===== src/rtl/hazard_ctrl_pkg.sv =====
// hazard_ctrl_pkg: shared types and helpers for the ID/EX hazard controller
package hazard_ctrl_pkg;
  localparam int CTR_W = 8;
  typedef enum logic [1:0] {HZ_RUN, HZ_MEM_WAIT, HZ_FLUSH} hazard_state_t;
  typedef struct packed {
    logic pc_stall;
    logic ifid_stall;
    logic ifid_flush;
    logic idex_stall;
    logic idex_flush;
    logic exmem_stall;
  } hazard_ctrl_t;
  function automatic logic load_use(
    input logic [4:0] rs1,
    input logic [4:0] rs2,
    input logic       use_rs1,
    input logic       use_rs2,
    input logic [4:0] rd,
    input logic       memread
  );
    return memread && rd != 5'd0 && ((use_rs1 && rs1 == rd) || (use_rs2 && rs2 == rd));
  endfunction
endpackage


===== src/rtl/hazard_ctrl_sat_counter.sv =====
// sat_counter: event counter that sticks at all-ones instead of wrapping
module sat_counter #(
  parameter int W = 32
) (
  input  logic         clk,
  input  logic         reset,
  input  logic         inc,
  output logic [W-1:0] count
);
  logic [W-1:0] count_q;
  // count qualifying cycles, holding once every bit is set
  always_ff @(posedge clk) begin
    if (!reset) count_q <= '0;
    else if (inc && count_q != '1) count_q <= count_q + W'(1);
  end
  assign count = count_q;
endmodule


===== src/rtl/hazard_ctrl.sv =====
// hazard_ctrl: load-use interlock, taken-branch flush and data-memory wait control
module hazard_ctrl #(
  parameter int FLUSH_CYCLES = 1,
  parameter int MAX_WAIT     = 15,
  parameter int CNT_W        = 32
) (
  input  logic             clk,
  input  logic             reset,
  input  logic [4:0]       id_rs1,
  input  logic [4:0]       id_rs2,
  input  logic             id_use_rs1,
  input  logic             id_use_rs2,
  input  logic [4:0]       ex_rd,
  input  logic             ex_memread,
  input  logic             ex_br_taken,
  input  logic             dmem_busy,
  output logic             pc_stall,
  output logic             ifid_stall,
  output logic             ifid_flush,
  output logic             idex_stall,
  output logic             idex_flush,
  output logic             exmem_stall,
  output logic             timeout,
  output logic [CNT_W-1:0] stall_cnt,
  output logic [CNT_W-1:0] flush_cnt
);
  import hazard_ctrl_pkg::*;
  localparam logic [CTR_W-1:0] MAX_W   = CTR_W'(MAX_WAIT);
  localparam logic [CTR_W-1:0] FLUSH_R = CTR_W'(FLUSH_CYCLES - 1);
  hazard_state_t    state_q, state_d;
  logic [CTR_W-1:0] flush_q, flush_d;
  logic [CTR_W-1:0] wait_q, wait_d;
  logic             timeout_q, timeout_d;
  logic             lu;
  logic             br_acc;
  hazard_ctrl_t     ctl;
  // state, flush countdown, memory-wait watchdog; reset leaves nothing pending
  always_ff @(posedge clk) begin
    if (!reset) begin
      state_q   <= HZ_RUN;
      flush_q   <= '0;
      wait_q    <= '0;
      timeout_q <= 1'b0;
    end else begin
      state_q   <= state_d;
      flush_q   <= flush_d;
      wait_q    <= wait_d;
      timeout_q <= timeout_d;
    end
  end
  // priority decode: memory wait beats branch flush beats load-use bubble
  always_comb begin
    state_d   = state_q;
    flush_d   = flush_q;
    wait_d    = '0;
    ctl       = '0;
    lu        = load_use(id_rs1, id_rs2, id_use_rs1, id_use_rs2, ex_rd, ex_memread);
    if (dmem_busy) begin
      ctl.pc_stall    = 1'b1;
      ctl.ifid_stall  = 1'b1;
      ctl.idex_stall  = 1'b1;
      ctl.exmem_stall = 1'b1;
      if (state_q != HZ_FLUSH) begin
        state_d = HZ_MEM_WAIT;
        wait_d  = (state_q != HZ_MEM_WAIT) ? CTR_W'(1) : (wait_q == MAX_W) ? wait_q : wait_q + CTR_W'(1);
      end
    end else if (ex_br_taken) begin
      ctl.ifid_flush = 1'b1;
      ctl.idex_flush = 1'b1;
      state_d        = (FLUSH_CYCLES > 1) ? HZ_FLUSH : HZ_RUN;
      flush_d        = (FLUSH_CYCLES > 1) ? FLUSH_R : '0;
    end else if (state_q == HZ_FLUSH) begin
      ctl.ifid_flush = 1'b1;
      flush_d        = flush_q - CTR_W'(1);
      state_d        = (flush_q == CTR_W'(1)) ? HZ_RUN : HZ_FLUSH;
    end else begin
      ctl.pc_stall   = lu;
      ctl.ifid_stall = lu;
      ctl.idex_flush = lu;
      state_d        = HZ_RUN;
    end
    timeout_d = timeout_q | (wait_d == MAX_W);
    if (!reset) ctl = '0;
  end
  assign br_acc      = reset && !dmem_busy && ex_br_taken;
  assign pc_stall    = ctl.pc_stall;
  assign ifid_stall  = ctl.ifid_stall;
  assign ifid_flush  = ctl.ifid_flush;
  assign idex_stall  = ctl.idex_stall;
  assign idex_flush  = ctl.idex_flush;
  assign exmem_stall = ctl.exmem_stall;
  assign timeout     = timeout_q;
  sat_counter #(.W(CNT_W)) u_stall_cnt (
    .clk   (clk),
    .reset (reset),
    .inc   (ctl.pc_stall),
    .count (stall_cnt)
  );
  sat_counter #(.W(CNT_W)) u_flush_cnt (
    .clk   (clk),
    .reset (reset),
    .inc   (br_acc),
    .count (flush_cnt)
  );
endmodule

===== config.mk =====
export PLATFORM = sky130hd
export DESIGN_NAME = hazard_ctrl
export DESIGN_NICKNAME = d
export VERILOG_FILES = /design/src/rtl/hazard_ctrl_pkg.sv /design/src/rtl/hazard_ctrl_sat_counter.sv /design/src/rtl/hazard_ctrl.sv
export SDC_FILE = /design/constraint.sdc
export NUM_CORES = 1
export LEC_CHECK = 0
export BUFFER_PORTS_ARGS = -buffer_cell sky130_fd_sc_hd__buf_2
export CAP_MARGIN = 20
export CORE_ASPECT_RATIO = 0.8
export CORE_MARGIN = 2
export CORE_UTILIZATION = 38
export DETAILED_ROUTE_END_ITERATION = 6
export GPL_TIMING_DRIVEN = 0
export PLACE_DENSITY = 0.63
export SYNTH_ARGS = -nofsm -noshare
export SYNTH_HDL_FRONTEND = slang
export SYNTH_SLANG_ARGS = --single-unit
export TNS_END_PERCENT = 5

===== constraint.sdc =====
create_clock -name clk -period 2.45 [get_ports clk]
set_input_delay 0.3675 -clock clk [delete_from_list [all_inputs] [get_ports clk]]
set_output_delay 0.3675 -clock clk [all_outputs]
set_load 0.05 [all_outputs]

## Yosys cells after proc, flatten, opt, wreduce, memory -nomap -nowiden

Index checks and enable logic that the tools add are counted.

| cells by class | value |
|---|---|
| add/sub/neg operators | 4 |
| equal/unequal tests | 11 |
| muxes and demuxes | 22 |
| bitwise operators | 2 |
| reductions and logical operators | 13 |

Operator list:

| operator | number |
|---|---|
| adder 32 x 1 -> 32 bit (second input constant) | 2 |
| inequality test 32 bit (second input constant) | 2 |
| 2-to-1 mux 8 bit | 6 |
| equality test 8 x 4 -> 1 bit (second input constant) | 2 |
| 2-to-1 mux 2 bit | 8 |
| equality test 5 bit | 2 |
| adder 8 x 1 -> 8 bit (second input constant) | 1 |
| equality test 8 x 1 -> 1 bit (second input constant) | 1 |
| logical AND 1 bit | 8 |
| subtractor 8 x 1 -> 8 bit (second input constant) | 1 |
| 2-to-1 mux 1 bit | 7 |
| 2-to-1 mux 6 bit | 1 |
| nonzero test 5 bit | 1 |
| inequality test 2 x 1 -> 1 bit (second input constant) | 2 |
| equality test 2 bit (second input constant) | 1 |
| inequality test 2 bit (second input constant) | 1 |
| AND reduction 2 bit | 1 |
| nonzero test 2 bit | 1 |
| logical NOT 1 bit | 1 |
| logical OR 1 bit | 1 |
| NOT 1 bit | 1 |
| OR 1 bit | 1 |

| storage, ports and cells | value |
|---|---|
| bits in registers | 83 |
| input bits | 22 |
| output and inout bits | 71 |
| word-level logic and storage cells | 58 |

## Longest topological paths before layout

Gate-level depths: netlist of the first run.

| depth | value |
|---|---|
| word-level depth | 9 |
| depth in mapped cells | 9 |

## Hierarchy

Synthesis of the first run repeated with hierarchy kept, for this count alone.

| second synthesis, totals | value |
|---|---|
| cells, all modules | 536 |
| area, all modules | 4558.1 sq um |

By module, submodules not included:

| module | times used | cells an instance | area each (sq um) |
|---|---|---|---|
| sat_counter | 2 | 200 | 1704.1 |
| hazard_ctrl | 1 | 136 | 1149.9 |

## Worst setup path after synthesis of the first run

OpenSTA, ideal clock, no wires.

| path | value |
|---|---|
| path kind | input to output |
| start point | in dmem_busy |
| end point | out pc_stall |
| arrival time | 1987 ps |
| required time | 2082 ps |
| slack | 95 ps |
| stages | 6 |
| buffers on the path | 4 |
| cell sequence | clkbuf_1 and2_0 clkbuf_1 a21o_1 buf_4 buf_4 |

| on the way | value |
|---|---|
| word-level cells in the longest chain between the ends | 2 |

Ends and longest elaborated chain:

| item | line | RTL |
|---|---|---|
| from (decl) | hazard_ctrl.sv:16 | `input logic dmem_busy,` |
| 2-to-1 mux 2 bit | hazard_ctrl.sv:58 | `if (dmem_busy) begin` |
| 2-to-1 mux 6 bit | hazard_ctrl.sv:83 | `if (!reset) ctl = '0;` |
| to (decl) | hazard_ctrl.sv:17 | `output logic pc_stall,` |

No other way between the ends.

## Worst setup path after layout of the first run

| path | value |
|---|---|
| start point | in ex_rd[1] |
| end point | out pc_stall |

| on the way | value |
|---|---|
| word-level cells in the longest chain between the ends | 8 |
| elaborated cells between the ends (all ways) | 12 |

Ends and longest elaborated chain:

| item | line | RTL |
|---|---|---|
| from (decl) | hazard_ctrl.sv:13 | `input logic [4:0] ex_rd,` |
| equality test 5 bit | hazard_ctrl_pkg.sv:21 | `return memread && rd != 5'd0 && ((use_rs1 && rs1 == rd) \|\| (use_rs2 && rs2 == rd));` |
| logical AND 1 bit | hazard_ctrl_pkg.sv:21 |  |
| logical OR 1 bit | hazard_ctrl_pkg.sv:21 |  |
| logical AND 1 bit * | hazard_ctrl_pkg.sv:21 |  |
| 2-to-1 mux 2 bit * | hazard_ctrl.sv:72 | `end else if (state_q == HZ_FLUSH) begin` |
| 2-to-1 mux 2 bit * | hazard_ctrl.sv:67 | `end else if (ex_br_taken) begin` |
| 2-to-1 mux 2 bit * | hazard_ctrl.sv:58 |  |
| 2-to-1 mux 6 bit * | hazard_ctrl.sv:83 |  |

Every way passes the cells marked *; elsewhere a longest branch is shown, timed or not.

==> report_table.html, run 1 <==
<table>
<tr><th>Metric</th><th>Value</th></tr>
<tr><th colspan="2">Outcome</th></tr>
<tr><td>Run status</td><td>finished clean</td></tr>
<tr><th colspan="2">STA</th></tr>
<tr><td>Part of the cycle the worst path needs</td><td>0.996</td></tr>
<tr><td>Tightest slew margin relative to the limit</td><td>0.556</td></tr>
<tr><td>Setup violations, final</td><td>0</td></tr>
<tr><td>Setup Skew</td><td>0.00784 ns</td></tr>
<tr><td>Max Transition Viols Final</td><td>0</td></tr>
<tr><td>Worst-Margin Slew</td><td>0.665 ns</td></tr>
<tr><td>Final setup TNS</td><td>0 ns</td></tr>
<tr><td>Top achievable clock speed</td><td>410 MHz</td></tr>
<tr><td>Endpoints failing hold</td><td>0</td></tr>
<tr><td>Minimum clock period after layout</td><td>2.44 ns</td></tr>
<tr><td>Setup repair after global routing missed its margin</td><td>yes</td></tr>
<tr><th colspan="2">Placement</th></tr>
<tr><td>Routability congestion estimate from global placement</td><td>0.872</td></tr>
<tr><td># placed instances</td><td>735</td></tr>
<tr><td>Input/output buffers</td><td>91</td></tr>
<tr><td>Detailed placer's ending HPWL</td><td>7.59 mm</td></tr>
<tr><th colspan="2">Setup path</th></tr>
<tr><td>Setup slack, reg-to-reg</td><td>0.23 ns</td></tr>
<tr><td>Data arrival time at the worst-slack endpoint</td><td>2.07 ns</td></tr>
<tr><td>Required time worst endpoint</td><td>2.08 ns</td></tr>
<tr><td>Worst R2R Start</td><td>u_flush_cnt.count[6]</td></tr>
<tr><td>Crit start category</td><td>input pin</td></tr>
<tr><td>Type of the worst setup path</td><td>input pin to output pin</td></tr>
<tr><td>Largest fanout on the critical path</td><td>11</td></tr>
<tr><td>Number of cells on the worst reg-to-reg path</td><td>9</td></tr>
<tr><td>Capture point of the worst reg-to-reg path</td><td>u_flush_cnt.count[23]</td></tr>
<tr><td>Endpoint kind of the worst setup timing path</td><td>output pin</td></tr>
<tr><th colspan="2">Route</th></tr>
<tr><td>Drc violations</td><td>0</td></tr>
<tr><td>TritonRoute pass-1 iters</td><td>4</td></tr>
<tr><td>Per-cell via count in the routed design</td><td>5.10</td></tr>
<tr><td>Routed length per placed instance</td><td>13.5 um</td></tr>
<tr><td>Number of DRC violations after detailed-routing iteration 0</td><td>240</td></tr>
<tr><td>Vias after detailed routing</td><td>3831</td></tr>
<tr><td>WL final</td><td>10.2 mm</td></tr>
<tr><td>Count of antenna-violating nets left after detailed routing</td><td>0</td></tr>
<tr><th colspan="2">Die</th></tr>
<tr><td>Cell Rows</td><td>34</td></tr>
<tr><td>X dimension of the die</td><td>122 um</td></tr>
<tr><td>Area inside the core boundary</td><td>10800 um2</td></tr>
<tr><td>Num ports</td><td>93</td></tr>
<tr><td>Vertical die dimension</td><td>98.1 um</td></tr>
<tr><td>Effective utilization at floorplan</td><td>0.389</td></tr>
<tr><td>DIE AREA</td><td>11900 um2</td></tr>
<tr><th colspan="2">Finish</th></tr>
<tr><td>Number of cells in the finished layout apart from fillers</td><td>751</td></tr>
<tr><td>Most common cell after layout, fill and taps aside</td><td>sky130_fd_sc_hd__buf_2</td></tr>
<tr><td>Final core area utilization</td><td>0.477</td></tr>
<tr><td>Synth-to-Final Area Change</td><td>22.6%</td></tr>
<tr><td>Share of cells above drive strength 1</td><td>0.217</td></tr>
<tr><td>Number of inserted diodes</td><td>0</td></tr>
<tr><td>Top library cells by usage in the layout, fill and taps aside</td><td>93 x sky130_fd_sc_hd__buf_2, 83 x sky130_fd_sc_hd__dfxtp_1, 75 x sky130_fd_sc_hd__nor2_1</td></tr>
<tr><td>Total Nets Final</td><td>629</td></tr>
<tr><th colspan="2">Synth</th></tr>
<tr><td>Proportion of synthesized chip area in sequential cells</td><td>0.395</td></tr>
<tr><td>Count of synthesis-stage warnings from yosys</td><td>0</td></tr>
<tr><td>Register bit total from synthesis</td><td>83</td></tr>
<tr><td>Gate count of the mapped netlist</td><td>500</td></tr>
<tr><td>Fraction of synthesized cell area taken by the top area cell type</td><td>0.395</td></tr>
<tr><td>Library cell occupying the most area in the post-synthesis netlist</td><td>sky130_fd_sc_hd__dfxtp_1</td></tr>
<tr><td>Largest cells by area after synthesis</td><td>sky130_fd_sc_hd__dfxtp_1 40%, sky130_fd_sc_hd__xor2_1 6.9%, sky130_fd_sc_hd__nor2_1 6.7%</td></tr>
<tr><td>Syn Std Cell Area</td><td>4200 um2</td></tr>
<tr><td>Mean Syn Cell Area</td><td>8.41 um2</td></tr>
<tr><td>Number of distinct library cells after synthesis</td><td>53</td></tr>
<tr><td>Synthesized net count</td><td>527</td></tr>
<tr><th colspan="2">Pwr</th></tr>
<tr><td>Largest voltage drop on the vdd net</td><td>0.325 mV</td></tr>
<tr><td>Areal power density over the cells</td><td>569 nW/um2</td></tr>
<tr><td>Leakage component of the power</td><td>2.11 nW</td></tr>
<tr><td>Total power after layout</td><td>2.93 mW</td></tr>
<tr><th colspan="2">Job</th></tr>
<tr><td>Max Cap Violations</td><td>0</td></tr>
<tr><th colspan="2">Global route</th></tr>
<tr><td>GRT met2 Usage</td><td>0.267</td></tr>
<tr><td>Initial antenna violation count</td><td>0</td></tr>
<tr><td>Number of global-route vias before repair</td><td>3501</td></tr>
<tr><td>Global-route track usage on met1</td><td>0.240</td></tr>
<tr><td>GRT Total Usage</td><td>0.173</td></tr>
<tr><td>Global routing usage on met3</td><td>0.0456</td></tr>
<tr><td>Most heavily used metal layer in global routing</td><td>met2</td></tr>
<tr><td>Global route overflow</td><td>0</td></tr>
<tr><td>Largest net degree at the start of global routing</td><td>14</td></tr>
<tr><td>First-pass GRT wire length</td><td>16.7 mm</td></tr>
<tr><th colspan="2">Hold path</th></tr>
<tr><td>Type of the most critical hold path</td><td>input pin to register</td></tr>
<tr><td>Number of cells traversed by the worst hold path</td><td>4</td></tr>
<tr><td>Start point of the worst min-delay path</td><td>ex_br_taken</td></tr>
<tr><td>Endpoint of the worst hold path</td><td>flush_q[1]</td></tr>
<tr><th colspan="2">Clock tree</th></tr>
<tr><td>Max Root-Sink Buffers</td><td>2</td></tr>
<tr><td>H-Tree Level Count</td><td>3</td></tr>
<tr><td>CTS Hold Buffers Added</td><td>0</td></tr>
<tr><td>Clock-pin slew reported for the worst setup and hold paths after clock tree synthesis</td><td>0.06 ns</td></tr>
<tr><td>Clock root buffer master</td><td>sky130_fd_sc_hd__clkbuf_16</td></tr>
<tr><td>Total CTS buffers</td><td>9</td></tr>
<tr><td>Clock latency on the worst-skew pair</td><td>0.34 ns</td></tr>
<tr><td>Clock tree from TritonCTS</td><td>done</td></tr>
<tr><td>TritonCTS Sinks</td><td>83</td></tr>
</table>
-- worst max-delay path: stages --
cell and delay, ns:
sky130_fd_sc_hd__buf_2 0.12, sky130_fd_sc_hd__or4_1 0.51, sky130_fd_sc_hd__o21a_1 0.19, sky130_fd_sc_hd__and3_4 0.18, sky130_fd_sc_hd__a21o_4 0.24, sky130_fd_sc_hd__buf_6 0.15, sky130_fd_sc_hd__buf_4 0.13, sky130_fd_sc_hd__buf_4 0.18
-- flip-flops by register name, indices dropped and copies added, names as in the netlist --
signal,cells
state_q,2
u_flush_cnt.count,32
wait_q,8
u_stall_cnt.count,32
timeout,1
flush_q,8
-- cell type report --
type / count / area (um2)
Buffer: 17 / 97.6
Clock buffer: 11 / 243
Clock inverter: 5 / 52.6
Fill cell: 1072 / 5650
Inverter: 8 / 30.0
Multi-Input combinational cell: 392 / 2430
Sequential cell: 83 / 1660
Tap cell: 144 / 180
Timing Repair Buffer: 91 / 458
-- report_power, final --
group          switching, mW  internal (mW)
registers             0.0160           1.36
clock network          0.537          0.812
logic                  0.127         0.0755
-- kinds of logic after synthesis --
logic type | after synthesis | synth area share
buffers and inverters | 25 | 0.0295
AO/OA/AOI/OAI | 41 | 0.0610
AND/OR/NAND/NOR | 275 | 0.349
multiplexers | 7 | 0.0167
flip-flops | 83 | 0.395
adder cells (fa/ha/maj) | 5 | 0.0149
XOR/XNOR | 64 | 0.133
-- worst max-delay path by stage --
stage	start	end	slack (ns)	depth (start not counted)
finish	ex_rd[1]	pc_stall	0.009	8
global placement	ex_rd[1]	pc_stall	-0.07	8
CTS	ex_rd[1]	pc_stall	0.007	8
floorplan	dmem_busy	pc_stall	0.1	6
detailed placement	ex_rd[1]	pc_stall	-0.08	8
global route	ex_rd[1]	pc_stall	-0.06	8
-- stage by stage --
step	hold slack [ns]	setup slack [ns]	cell area (um2)
global placement	0.442	-0.0704	4840
finish	0.413	0.00868	5150
detailed placement	0.456	-0.0776	4840
floorplan	0.466	0.0952	4200
global route	0.427	-0.0586	5150
CTS	0.402	0.00744	5150
-- timing repair --
item | CTS | global route
buffers inserted | 0 | 0
gates resized for setup | 3 | 1
pin swaps | 0 | 0
endpoints found under the setup margin | 1 | 5
-- layer usage --
layer  wire length [um]  part of all wire
met5                  0                 0
met4                106             0.010
met3                410             0.040
met2               4580              0.45
met1               5070              0.50
-- synthesized netlist by cell type (all sizes together) --
master and count:
xnor2 31, and3 20, a21oi 12, o211ai 5
buf 8, nor4 7, nand4 28, o211a 3
nor2b 1, o21a 1, nand2b 4, nand2 42
nor4b 3, nand4b 1, nand3b 1, nand3 39
a31oi 1, and4 9, o31ai 3, o21ai 11
o21bai 1, xor2 33, nor3b 2, o22ai 1
and3b 1, or2 1, a311oi 1, ha 5
or4 2, mux2i 7, and2 12, nor3 19
inv 8, a21o 1, a21boi 1, nor2 77
or3 6, clkbuf 9, dfxtp 83
Power figures use the tool's default switching activity.
==> inputs of run 2 (changes only) <==
--- a/config.mk
+++ b/config.mk
@@ -11,4 +11,5 @@
 export CORE_MARGIN = 2
 export CORE_UTILIZATION = 38
+export CTS_CLUSTER_DIAMETER = 80
 export DETAILED_ROUTE_END_ITERATION = 6
 export GPL_TIMING_DRIVEN = 0
==> constraint.sdc (replaced) <==
create_clock -name clk -period 2.9 [get_ports clk]
set_input_delay 0.435 -clock clk [delete_from_list [all_inputs] [get_ports clk]]
set_output_delay 0.435 -clock clk [all_outputs]
set_load 0.005 [all_outputs]
==> report_table.html, run 2 (synthesis results as in run 1) <==
<table>
<tr><th>Metric</th><th>Value</th></tr>
<tr><th colspan="2">Outcome</th></tr>
<tr><td>Run status</td><td>finished clean</td></tr>
<tr><th colspan="2">Setup path</th></tr>
<tr><td>Data arrival time at the worst-slack endpoint</td><td>2.15 ns (+0.08 ns)</td></tr>
<tr><td>Largest fanout on the critical path</td><td>11 (unchanged)</td></tr>
<tr><td>Crit start category</td><td>input pin</td></tr>
<tr><td>Worst path bufs/invs</td><td>4 (unchanged)</td></tr>
<tr><td>Largest incremental delay on the critical path</td><td>0.51 ns (about the same)</td></tr>
<tr><td>Family of cells with the greatest summed delay on the critical path</td><td>simple AND/OR/NAND/NOR gates</td></tr>
<tr><td>Cell breakdown of the critical path</td><td>buf_2 &gt; or4_1 &gt; o21a_1 &gt; and3_4 &gt; a21o_1 &gt; buf_4 &gt; buf_4 &gt; buf_2</td></tr>
<tr><td>Required time worst endpoint</td><td>2.47 ns (+0.39 ns)</td></tr>
<tr><td>Standard cell with the maximum stage delay on the critical path</td><td>sky130_fd_sc_hd__or4_1</td></tr>
<tr><td>Type of the worst setup path</td><td>input pin to output pin</td></tr>
<tr><td>Endpoint kind of the worst setup timing path</td><td>output pin</td></tr>
<tr><th colspan="2">Clock tree</th></tr>
<tr><td>Clock-pin slew reported for the worst setup and hold paths after clock tree synthesis</td><td>0.06 ns (about the same)</td></tr>
<tr><td>TritonCTS Sinks</td><td>83 (unchanged)</td></tr>
<tr><td>Gates resized, CTS repair</td><td>0 (-3)</td></tr>
<tr><td>Clock root buffer master</td><td>sky130_fd_sc_hd__clkbuf_16</td></tr>
<tr><td>CTS Hold Buffers Added</td><td>0 (unchanged)</td></tr>
<tr><td>Clock tree from TritonCTS</td><td>done</td></tr>
<tr><td>H-Tree Level Count</td><td>3 (unchanged)</td></tr>
<tr><td>Total CTS buffers</td><td>9 (unchanged)</td></tr>
<tr><td>Post-CTS repair timing setup buffer count</td><td>0 (unchanged)</td></tr>
<tr><td>Clock latency on the worst-skew pair</td><td>0.34 ns (about the same)</td></tr>
<tr><td>Max Root-Sink Buffers</td><td>2 (unchanged)</td></tr>
<tr><th colspan="2">Finish</th></tr>
<tr><td>Total Nets Final</td><td>629 (unchanged)</td></tr>
<tr><td>Synth-to-Final Area Change</td><td>22.1%</td></tr>
<tr><td>Most common cell after layout, fill and taps aside</td><td>sky130_fd_sc_hd__buf_2</td></tr>
<tr><td>Top library cells by usage in the layout, fill and taps aside</td><td>94 x sky130_fd_sc_hd__buf_2, 83 x sky130_fd_sc_hd__dfxtp_1, 75 x sky130_fd_sc_hd__nor2_1</td></tr>
<tr><td>Number of inserted diodes</td><td>0 (unchanged)</td></tr>
<tr><td>Filler cell count</td><td>1069 (-0.28%)</td></tr>
<tr><td>Share of cells above drive strength 1</td><td>0.214 (-0.00329)</td></tr>
<tr><td>Finished layout cell area</td><td>5130 um2 (-0.36%)</td></tr>
<tr><td>Storage cell area</td><td>1660 um2 (unchanged)</td></tr>
<tr><td>Multi-input gate area in the final layout</td><td>2420 um2 (-0.51%)</td></tr>
<tr><th colspan="2">STA</th></tr>
<tr><td>Part of the cycle the worst path needs</td><td>0.892</td></tr>
<tr><td>Endpoints failing hold</td><td>0 (unchanged)</td></tr>
<tr><td>Top achievable clock speed</td><td>387 MHz</td></tr>
<tr><td>Final setup TNS</td><td>0 ns (unchanged)</td></tr>
<tr><td>Setup repair after global routing missed its margin</td><td>no</td></tr>
<tr><td>Worst-Margin Slew</td><td>0.664 ns (-0.00124 ns)</td></tr>
<tr><td>Setup Skew</td><td>0.00785 ns (+0.00000891 ns)</td></tr>
<tr><td>Minimum clock period after layout</td><td>2.59 ns</td></tr>
<tr><td>Setup violations, final</td><td>0 (unchanged)</td></tr>
<tr><td>Max Transition Viols Final</td><td>0 (unchanged)</td></tr>
<tr><td>Tightest slew margin relative to the limit</td><td>0.557 (+0.000830)</td></tr>
<tr><th colspan="2">Die</th></tr>
<tr><td>Area inside the core boundary</td><td>10800 um2 (unchanged)</td></tr>
<tr><td>Vertical die dimension</td><td>98.1 um (unchanged)</td></tr>
<tr><td>X dimension of the die</td><td>122 um (unchanged)</td></tr>
<tr><td>Effective utilization at floorplan</td><td>0.389 (unchanged)</td></tr>
<tr><td>Num ports</td><td>93 (unchanged)</td></tr>
<tr><td>Cell Rows</td><td>34 (unchanged)</td></tr>
<tr><td>DIE AREA</td><td>11900 um2 (unchanged)</td></tr>
<tr><th colspan="2">Route</th></tr>
<tr><td>Drc violations</td><td>0 (unchanged)</td></tr>
<tr><td>Per-cell via count in the routed design</td><td>5.10 (about the same)</td></tr>
<tr><td>Number of DRC violations after detailed-routing iteration 0</td><td>166 (-31%)</td></tr>
<tr><td>Count of antenna-violating nets left after detailed routing</td><td>0 (unchanged)</td></tr>
<tr><td>Vias after detailed routing</td><td>3832 (+0.026%)</td></tr>
<tr><td>Routed length per placed instance</td><td>13.6 um (+0.46%)</td></tr>
<tr><td>WL final</td><td>10.2 mm (+0.46%)</td></tr>
<tr><td>TritonRoute pass-1 iters</td><td>4 (unchanged)</td></tr>
<tr><th colspan="2">Global route</th></tr>
<tr><td>Global route overflow</td><td>0 (unchanged)</td></tr>
<tr><td>Number of global-route vias before repair</td><td>3501 (unchanged)</td></tr>
<tr><td>Initial antenna violation count</td><td>0 (unchanged)</td></tr>
<tr><td>GRT Total Usage</td><td>0.173 (about the same)</td></tr>
<tr><td>Largest net degree at the start of global routing</td><td>14 (unchanged)</td></tr>
<tr><td>First-pass GRT wire length</td><td>16.7 mm (about the same)</td></tr>
<tr><th colspan="2">Placement</th></tr>
<tr><td>Input/output buffers</td><td>91 (unchanged)</td></tr>
<tr><td>Placed cell areas</td><td>4840 um2 (unchanged)</td></tr>
<tr><td>Detailed placer's ending HPWL</td><td>7.59 mm (unchanged)</td></tr>
<tr><td>Routability congestion estimate from global placement</td><td>0.872 (unchanged)</td></tr>
<tr><th colspan="2">Pwr</th></tr>
<tr><td>Largest voltage drop on the vdd net</td><td>0.273 mV (-16%)</td></tr>
<tr><td>Leakage component of the power</td><td>2.11 nW (about the same)</td></tr>
<tr><td>Areal power density over the cells</td><td>477 nW/um2 (-16%)</td></tr>
<tr><th colspan="2">Hold path</th></tr>
<tr><td>Type of the most critical hold path</td><td>register to register</td></tr>
<tr><th colspan="2">Job</th></tr>
<tr><td>Max Cap Violations</td><td>0 (unchanged)</td></tr>
</table>
## run 2: worst register-to-register path: stages, from the launching register on
cell and delay (ns):
sky130_fd_sc_hd__dfxtp_1 0.47, sky130_fd_sc_hd__nand4_1 0.25, sky130_fd_sc_hd__nor2_2 0.29, sky130_fd_sc_hd__nand3_1 0.28, sky130_fd_sc_hd__nor3_1 0.48, sky130_fd_sc_hd__nand3_1 0.16, sky130_fd_sc_hd__xor2_1 0.15, sky130_fd_sc_hd__nor2_1 0.05
## run 2: power breakdown
part	leakage, nW	total (mW)	switching, mW	internal (mW)
clock	0.145	1.14	0.454	0.686
combinational	1.30	0.144	0.0827	0.0618
sequential	0.670	1.17	0.0134	1.15
total	2.11	2.45	0.550	1.90
## run 2: worst paths after layout
check                           depth (start not counted)  slack, ns                    end                 start
worst max register to register                          7       0.65  u_stall_cnt.count[30]  u_stall_cnt.count[5]
worst max-delay path                                    8       0.31               pc_stall              ex_rd[1]
worst min-delay path                                    2       0.47                timeout               timeout
worst min register to register                          2       0.47                timeout               timeout
## run 2: routing by layer
metal,GRT usage,part of all wire,wire [um],up-vias
met5,0,0,0,-
met1,0.240,0.49,5030,1796
met3,0.0456,0.048,491,7
met2,0.267,0.45,4590,79
met4,0.0486,0.010,106,0
li1,-,-,-,1950
## run 2: final cells by class
cell class,count,share of cell area
clock buffer,11,0.0473
multi-input combinational,392,0.471
clock inverter,5,0.0102
tap,144,0.0351
inverter,8,0.00585
sequential,83,0.324
timing repair buffer,91,0.0887
buffer,17,0.0183
## run 2: stage by stage
step,power [mW],util,cells,setup WS [ns],hold WS (ns)
6_report,2.45,0.475,751,0.314,0.472
3_5_place_dp,1.34,0.448,735,0.323,0.456
5_1_grt,2.54,0.475,751,0.239,0.494
4_1_cts,2.48,0.475,751,0.320,0.469
3_3_place_gp,1.33,0.448,735,0.330,0.442
2_1_floorplan,1.28,-,500,0.651,0.452
==> inputs of run 3 (changes only) <==
- CAP_MARGIN: 20 -> not set
- CTS_BUF_LIST: not set -> sky130_fd_sc_hd__clkbuf_16
- SYNTH_HIERARCHICAL: not set -> 1
==> report_table.html, run 3 <==
<table>
<tr><th>Metric</th><th>Value</th></tr>
<tr><th colspan="2">Global route</th></tr>
<tr><td>First-pass GRT wire length</td><td>21.7 mm (+30%)</td></tr>
<tr><td>Largest net degree at the start of global routing</td><td>15 (+1)</td></tr>
<tr><td>Initial antenna violation count</td><td>0 (unchanged)</td></tr>
<tr><td>Number of global-route vias before repair</td><td>4184 (+20%)</td></tr>
<tr><td>Global route overflow</td><td>0 (unchanged)</td></tr>
<tr><td>GRT Total Usage</td><td>0.208 (+0.0344)</td></tr>
<tr><th colspan="2">Die</th></tr>
<tr><td>Vertical die dimension</td><td>102 um (+4.0%)</td></tr>
<tr><td>Area inside the core boundary</td><td>11600 um2 (+7.4%)</td></tr>
<tr><td>Num ports</td><td>93 (unchanged)</td></tr>
<tr><td>X dimension of the die</td><td>126 um (+4.0%)</td></tr>
<tr><td>Cell Rows</td><td>35 (+2.9%)</td></tr>
<tr><td>Effective utilization at floorplan</td><td>0.393 (+0.00371)</td></tr>
<tr><td>DIE AREA</td><td>12900 um2 (+8.1%)</td></tr>
<tr><th colspan="2">Clock tree</th></tr>
<tr><td>Clock tree from TritonCTS</td><td>done</td></tr>
<tr><td>TritonCTS Sinks</td><td>83 (unchanged)</td></tr>
<tr><td>CTS Hold Buffers Added</td><td>0 (unchanged)</td></tr>
<tr><td>Max Root-Sink Buffers</td><td>2 (unchanged)</td></tr>
<tr><td>Total CTS buffers</td><td>9 (unchanged)</td></tr>
<tr><td>Clock root buffer master</td><td>sky130_fd_sc_hd__clkbuf_16</td></tr>
<tr><td>Clock latency on the worst-skew pair</td><td>0.34 ns (about the same)</td></tr>
<tr><td>H-Tree Level Count</td><td>3 (unchanged)</td></tr>
<tr><td>Clock-pin slew reported for the worst setup and hold paths after clock tree synthesis</td><td>0.06 ns (about the same)</td></tr>
<tr><th colspan="2">Synth</th></tr>
<tr><td>Mean Syn Cell Area</td><td>8.50 um2 (+1.1%)</td></tr>
<tr><td>Most instantiated cells after synthesis</td><td>83 x sky130_fd_sc_hd__dfxtp_1, 42 x sky130_fd_sc_hd__a21oi_1, 40 x sky130_fd_sc_hd__nand2_1</td></tr>
<tr><td>Synthesized net count</td><td>563 (+6.8%)</td></tr>
<tr><td>Fraction of synthesized cell area taken by the top area cell type</td><td>0.365 (-0.0307)</td></tr>
<tr><td>Number of distinct library cells after synthesis</td><td>55 (+3.8%)</td></tr>
<tr><td>Fraction of registers with async set or reset after synthesis</td><td>0 (unchanged)</td></tr>
<tr><td>Syn Std Cell Area</td><td>4560 um2 (+8.4%)</td></tr>
<tr><td>Leading cell type by number of instances after synthesis</td><td>sky130_fd_sc_hd__dfxtp_1</td></tr>
<tr><td>Count of synthesis-stage warnings from yosys</td><td>6 (+6)</td></tr>
<tr><td>Gate count of the mapped netlist</td><td>536 (+7.2%)</td></tr>
<tr><td>Proportion of synthesized chip area in sequential cells</td><td>0.365 (-0.0307)</td></tr>
<tr><td>Post-synth EDFFs</td><td>0 (unchanged)</td></tr>
<tr><td>Largest cells by area after synthesis</td><td>sky130_fd_sc_hd__dfxtp_1 36%, sky130_fd_sc_hd__a21oi_1 4.6%, sky130_fd_sc_hd__xnor2_1 4.2%</td></tr>
<tr><td>Register bit total from synthesis</td><td>83 (unchanged)</td></tr>
<tr><td>Top_reg_cell synth</td><td>sky130_fd_sc_hd__dfxtp_1</td></tr>
<tr><td>Library cell occupying the most area in the post-synthesis netlist</td><td>sky130_fd_sc_hd__dfxtp_1</td></tr>
<tr><th colspan="2">Placement</th></tr>
<tr><td>Input/output buffers</td><td>91 (unchanged)</td></tr>
<tr><td>Detailed placer's ending HPWL</td><td>9.60 mm (+26%)</td></tr>
<tr><td>Placed cell areas</td><td>5200 um2 (+7.5%)</td></tr>
<tr><td># placed instances</td><td>775 (+5.4%)</td></tr>
<tr><td>Post-placement worst setup slack</td><td>-0.597 ns (-0.920 ns)</td></tr>
<tr><td>Routability congestion estimate from global placement</td><td>0.897 (+3.0%)</td></tr>
<tr><th colspan="2">Finish</th></tr>
<tr><td>Number of cells in the finished layout apart from fillers</td><td>793 (+5.6%)</td></tr>
<tr><td>Number of inserted diodes</td><td>0 (unchanged)</td></tr>
<tr><td>Finished layout cell area</td><td>5530 um2 (+7.7%)</td></tr>
<tr><td>Share of cells above drive strength 1</td><td>0.214 (-0.000215)</td></tr>
<tr><td>Top library cells by usage in the layout, fill and taps aside</td><td>93 x sky130_fd_sc_hd__buf_2, 83 x sky130_fd_sc_hd__dfxtp_1, 42 x sky130_fd_sc_hd__a21oi_1</td></tr>
<tr><td>Synth-to-Final Area Change</td><td>21.3%</td></tr>
<tr><td>Most common cell after layout, fill and taps aside</td><td>sky130_fd_sc_hd__buf_2</td></tr>
<tr><td>Total Nets Final</td><td>667 (+6.0%)</td></tr>
<tr><th colspan="2">STA</th></tr>
<tr><td>Top achievable clock speed</td><td>347 MHz (-10%)</td></tr>
<tr><td>Final setup slack of the worst path</td><td>0.0192 ns (-0.295 ns)</td></tr>
<tr><td>Tightest slew margin relative to the limit</td><td>0.475 (-0.0818)</td></tr>
<tr><td>Part of the cycle the worst path needs</td><td>0.993 (+0.102)</td></tr>
<tr><td>Setup repair after global routing missed its margin</td><td>yes</td></tr>
<tr><td>Minimum clock period after layout</td><td>2.88 ns (+0.295 ns)</td></tr>
<tr><td>Setup Skew</td><td>0.00715 ns (-0.000699 ns)</td></tr>
<tr><td>Hold slack</td><td>0.468 ns (-0.00452 ns)</td></tr>
<tr><td>Max Transition Viols Final</td><td>0 (unchanged)</td></tr>
<tr><td>Worst-Margin Slew</td><td>0.778 ns (+0.114 ns)</td></tr>
<tr><td>Endpoints failing hold</td><td>0 (unchanged)</td></tr>
<tr><td>Setup violations, final</td><td>0 (unchanged)</td></tr>
<tr><th colspan="2">Job</th></tr>
<tr><td>Max Cap Violations</td><td>0 (unchanged)</td></tr>
<tr><th colspan="2">Setup path</th></tr>
<tr><td>Endpoint kind of the worst setup timing path</td><td>register</td></tr>
<tr><td>Data arrival time at the worst-slack endpoint</td><td>3.15 ns (+1.00 ns)</td></tr>
<tr><td>Critical Path Sink</td><td>u_stall_cnt/count[31]</td></tr>
<tr><td>Type of the worst setup path</td><td>input pin to register</td></tr>
<tr><td>Number of cells on the worst reg-to-reg path</td><td>8 (+1)</td></tr>
<tr><td>Setup slack, reg-to-reg</td><td>0.09 ns (-0.56 ns)</td></tr>
<tr><td>Largest fanout on the critical path</td><td>4 (-7)</td></tr>
<tr><td>Startpoint of the most critical setup path</td><td>ex_rd[2]</td></tr>
<tr><td>Capture point of the worst reg-to-reg path</td><td>u_stall_cnt/count[31]</td></tr>
<tr><td>Required time worst endpoint</td><td>3.17 ns (+0.70 ns)</td></tr>
<tr><td>Crit start category</td><td>input pin</td></tr>
<tr><td>Worst R2R Start</td><td>state_q[0]</td></tr>
<tr><th colspan="2">Route</th></tr>
<tr><td>Count of antenna-violating nets left after detailed routing</td><td>0 (unchanged)</td></tr>
<tr><td>WL final</td><td>13.2 mm (+29%)</td></tr>
<tr><td>TritonRoute pass-1 iters</td><td>5 (+1)</td></tr>
<tr><td>Vias after detailed routing</td><td>4613 (+20%)</td></tr>
<tr><td>Routed length per placed instance</td><td>16.7 um (+22%)</td></tr>
<tr><td>Per-cell via count in the routed design</td><td>5.82 (+14%)</td></tr>
<tr><td>Drc violations</td><td>0 (unchanged)</td></tr>
<tr><td>Number of DRC violations after detailed-routing iteration 0</td><td>395 (+140%)</td></tr>
<tr><th colspan="2">Pwr</th></tr>
<tr><td>Areal power density over the cells</td><td>445 nW/um2 (-6.8%)</td></tr>
<tr><td>Total power after layout</td><td>2.46 mW (+0.37%)</td></tr>
<tr><td>Largest voltage drop on the vdd net</td><td>0.220 mV (-19%)</td></tr>
<tr><td>Leakage component of the power</td><td>2.03 nW (-3.9%)</td></tr>
<tr><th colspan="2">Outcome</th></tr>
<tr><td>Run status</td><td>finished clean</td></tr>
<tr><th colspan="2">Hold path</th></tr>
<tr><td>Type of the most critical hold path</td><td>input pin to register</td></tr>
</table>
==> run 3: cell count changes in the layout (fill, tap and decap cells not counted), sizes merged, moves of 9 or more <==
cell    previous run  this run
nor2              77        32
a21oi             12        42
xor2              33         7
or4                2        27
o31ai              3        22
nand2b             4        20
and3              20         7
clkbuf            20        30
xnor2             31        22
==> run 3: worst min path at each step <==
stage / from / to / slack, ns / depth (start not counted)
2_1_floorplan: timeout / timeout / 0.46 / 1
5_1_grt: ex_br_taken / flush_q[1] / 0.49 / 4
3_3_place_gp: timeout / timeout / 0.45 / 1
4_1_cts: ex_br_taken / flush_q[0] / 0.44 / 4
6_report: ex_br_taken / flush_q[0] / 0.47 / 4
3_5_place_dp: timeout / timeout / 0.48 / 1
==> run 3: stage by stage <==
stage,util,TNS (ns)
2_1_floorplan,-,0
3_3_place_gp,0.448,-2.73
3_5_place_dp,0.448,-3.65
4_1_cts,0.476,0
5_1_grt,0.476,-0.125
6_report,0.476,0
==> run 3: repair_timing <==
item                       in CTS  in global routing
gates resized for setup         2                  1
setup buffers                   2                  0
pin swaps                       2                  1
setup endpoints to repair       4                  6
gates cloned                    0                  0
==> run 3: cell type report <==
type                            instances  area (um2)
Clock inverter                          7        68.8
Timing Repair Buffer                   93         470
Buffer                                 28         131
Multi-Input combinational cell        414        2740
Tap cell                              148         185
Fill cell                            1142        6080
Inverter                               11        41.3
Clock buffer                            9         225
Sequential cell                        83        1660
==> run 3: cell families (layout without fill, tap and decap cells) <==
logic type | count (synthesis) | after routing | share of synthesized area
and+or+nand+nor | 252 | 252 | 0.329
AOI/OAI and AO/OA | 114 | 114 | 0.169
DFF | 83 | 83 | 0.365
buffers and inverters | 39 | 148 | 0.0379
xor gates and xnor gates | 29 | 29 | 0.0557
muxes | 14 | 14 | 0.0307
adders and majority gates | 5 | 5 | 0.0137
==> run 3: critical path, stage by stage <==
cell and delay [ns]:
sky130_fd_sc_hd__buf_2 0.12, sky130_fd_sc_hd__xnor2_1 0.17, sky130_fd_sc_hd__nand4_1 0.10, sky130_fd_sc_hd__o22ai_1 0.20
sky130_fd_sc_hd__o2111ai_2 0.19, sky130_fd_sc_hd__o21ai_4 0.24, sky130_fd_sc_hd__nand4_1 0.19, sky130_fd_sc_hd__or4_4 0.55
sky130_fd_sc_hd__or3_1 0.40, sky130_fd_sc_hd__or4_1 0.41, sky130_fd_sc_hd__a21oi_1 0.14
==> run 3: power breakdown <==
part           leakage [nW]  switching [mW]  internal, mW
clock network         0.133           0.477         0.663
logic                  1.23          0.0883        0.0660
registers             0.670          0.0140          1.15
==> run 3: layer usage <==
metal | track usage | up-vias | share of wire | wire length [um]
met1 | 0.297 | 2196 | 0.47 | 6240
met4 | 0.0575 | 0 | 0.0098 | 129
met3 | 0.0476 | 10 | 0.068 | 904
li1 | - | 2253 | - | -
met5 | 0 | - | 0 | 0
met2 | 0.316 | 154 | 0.45 | 5940
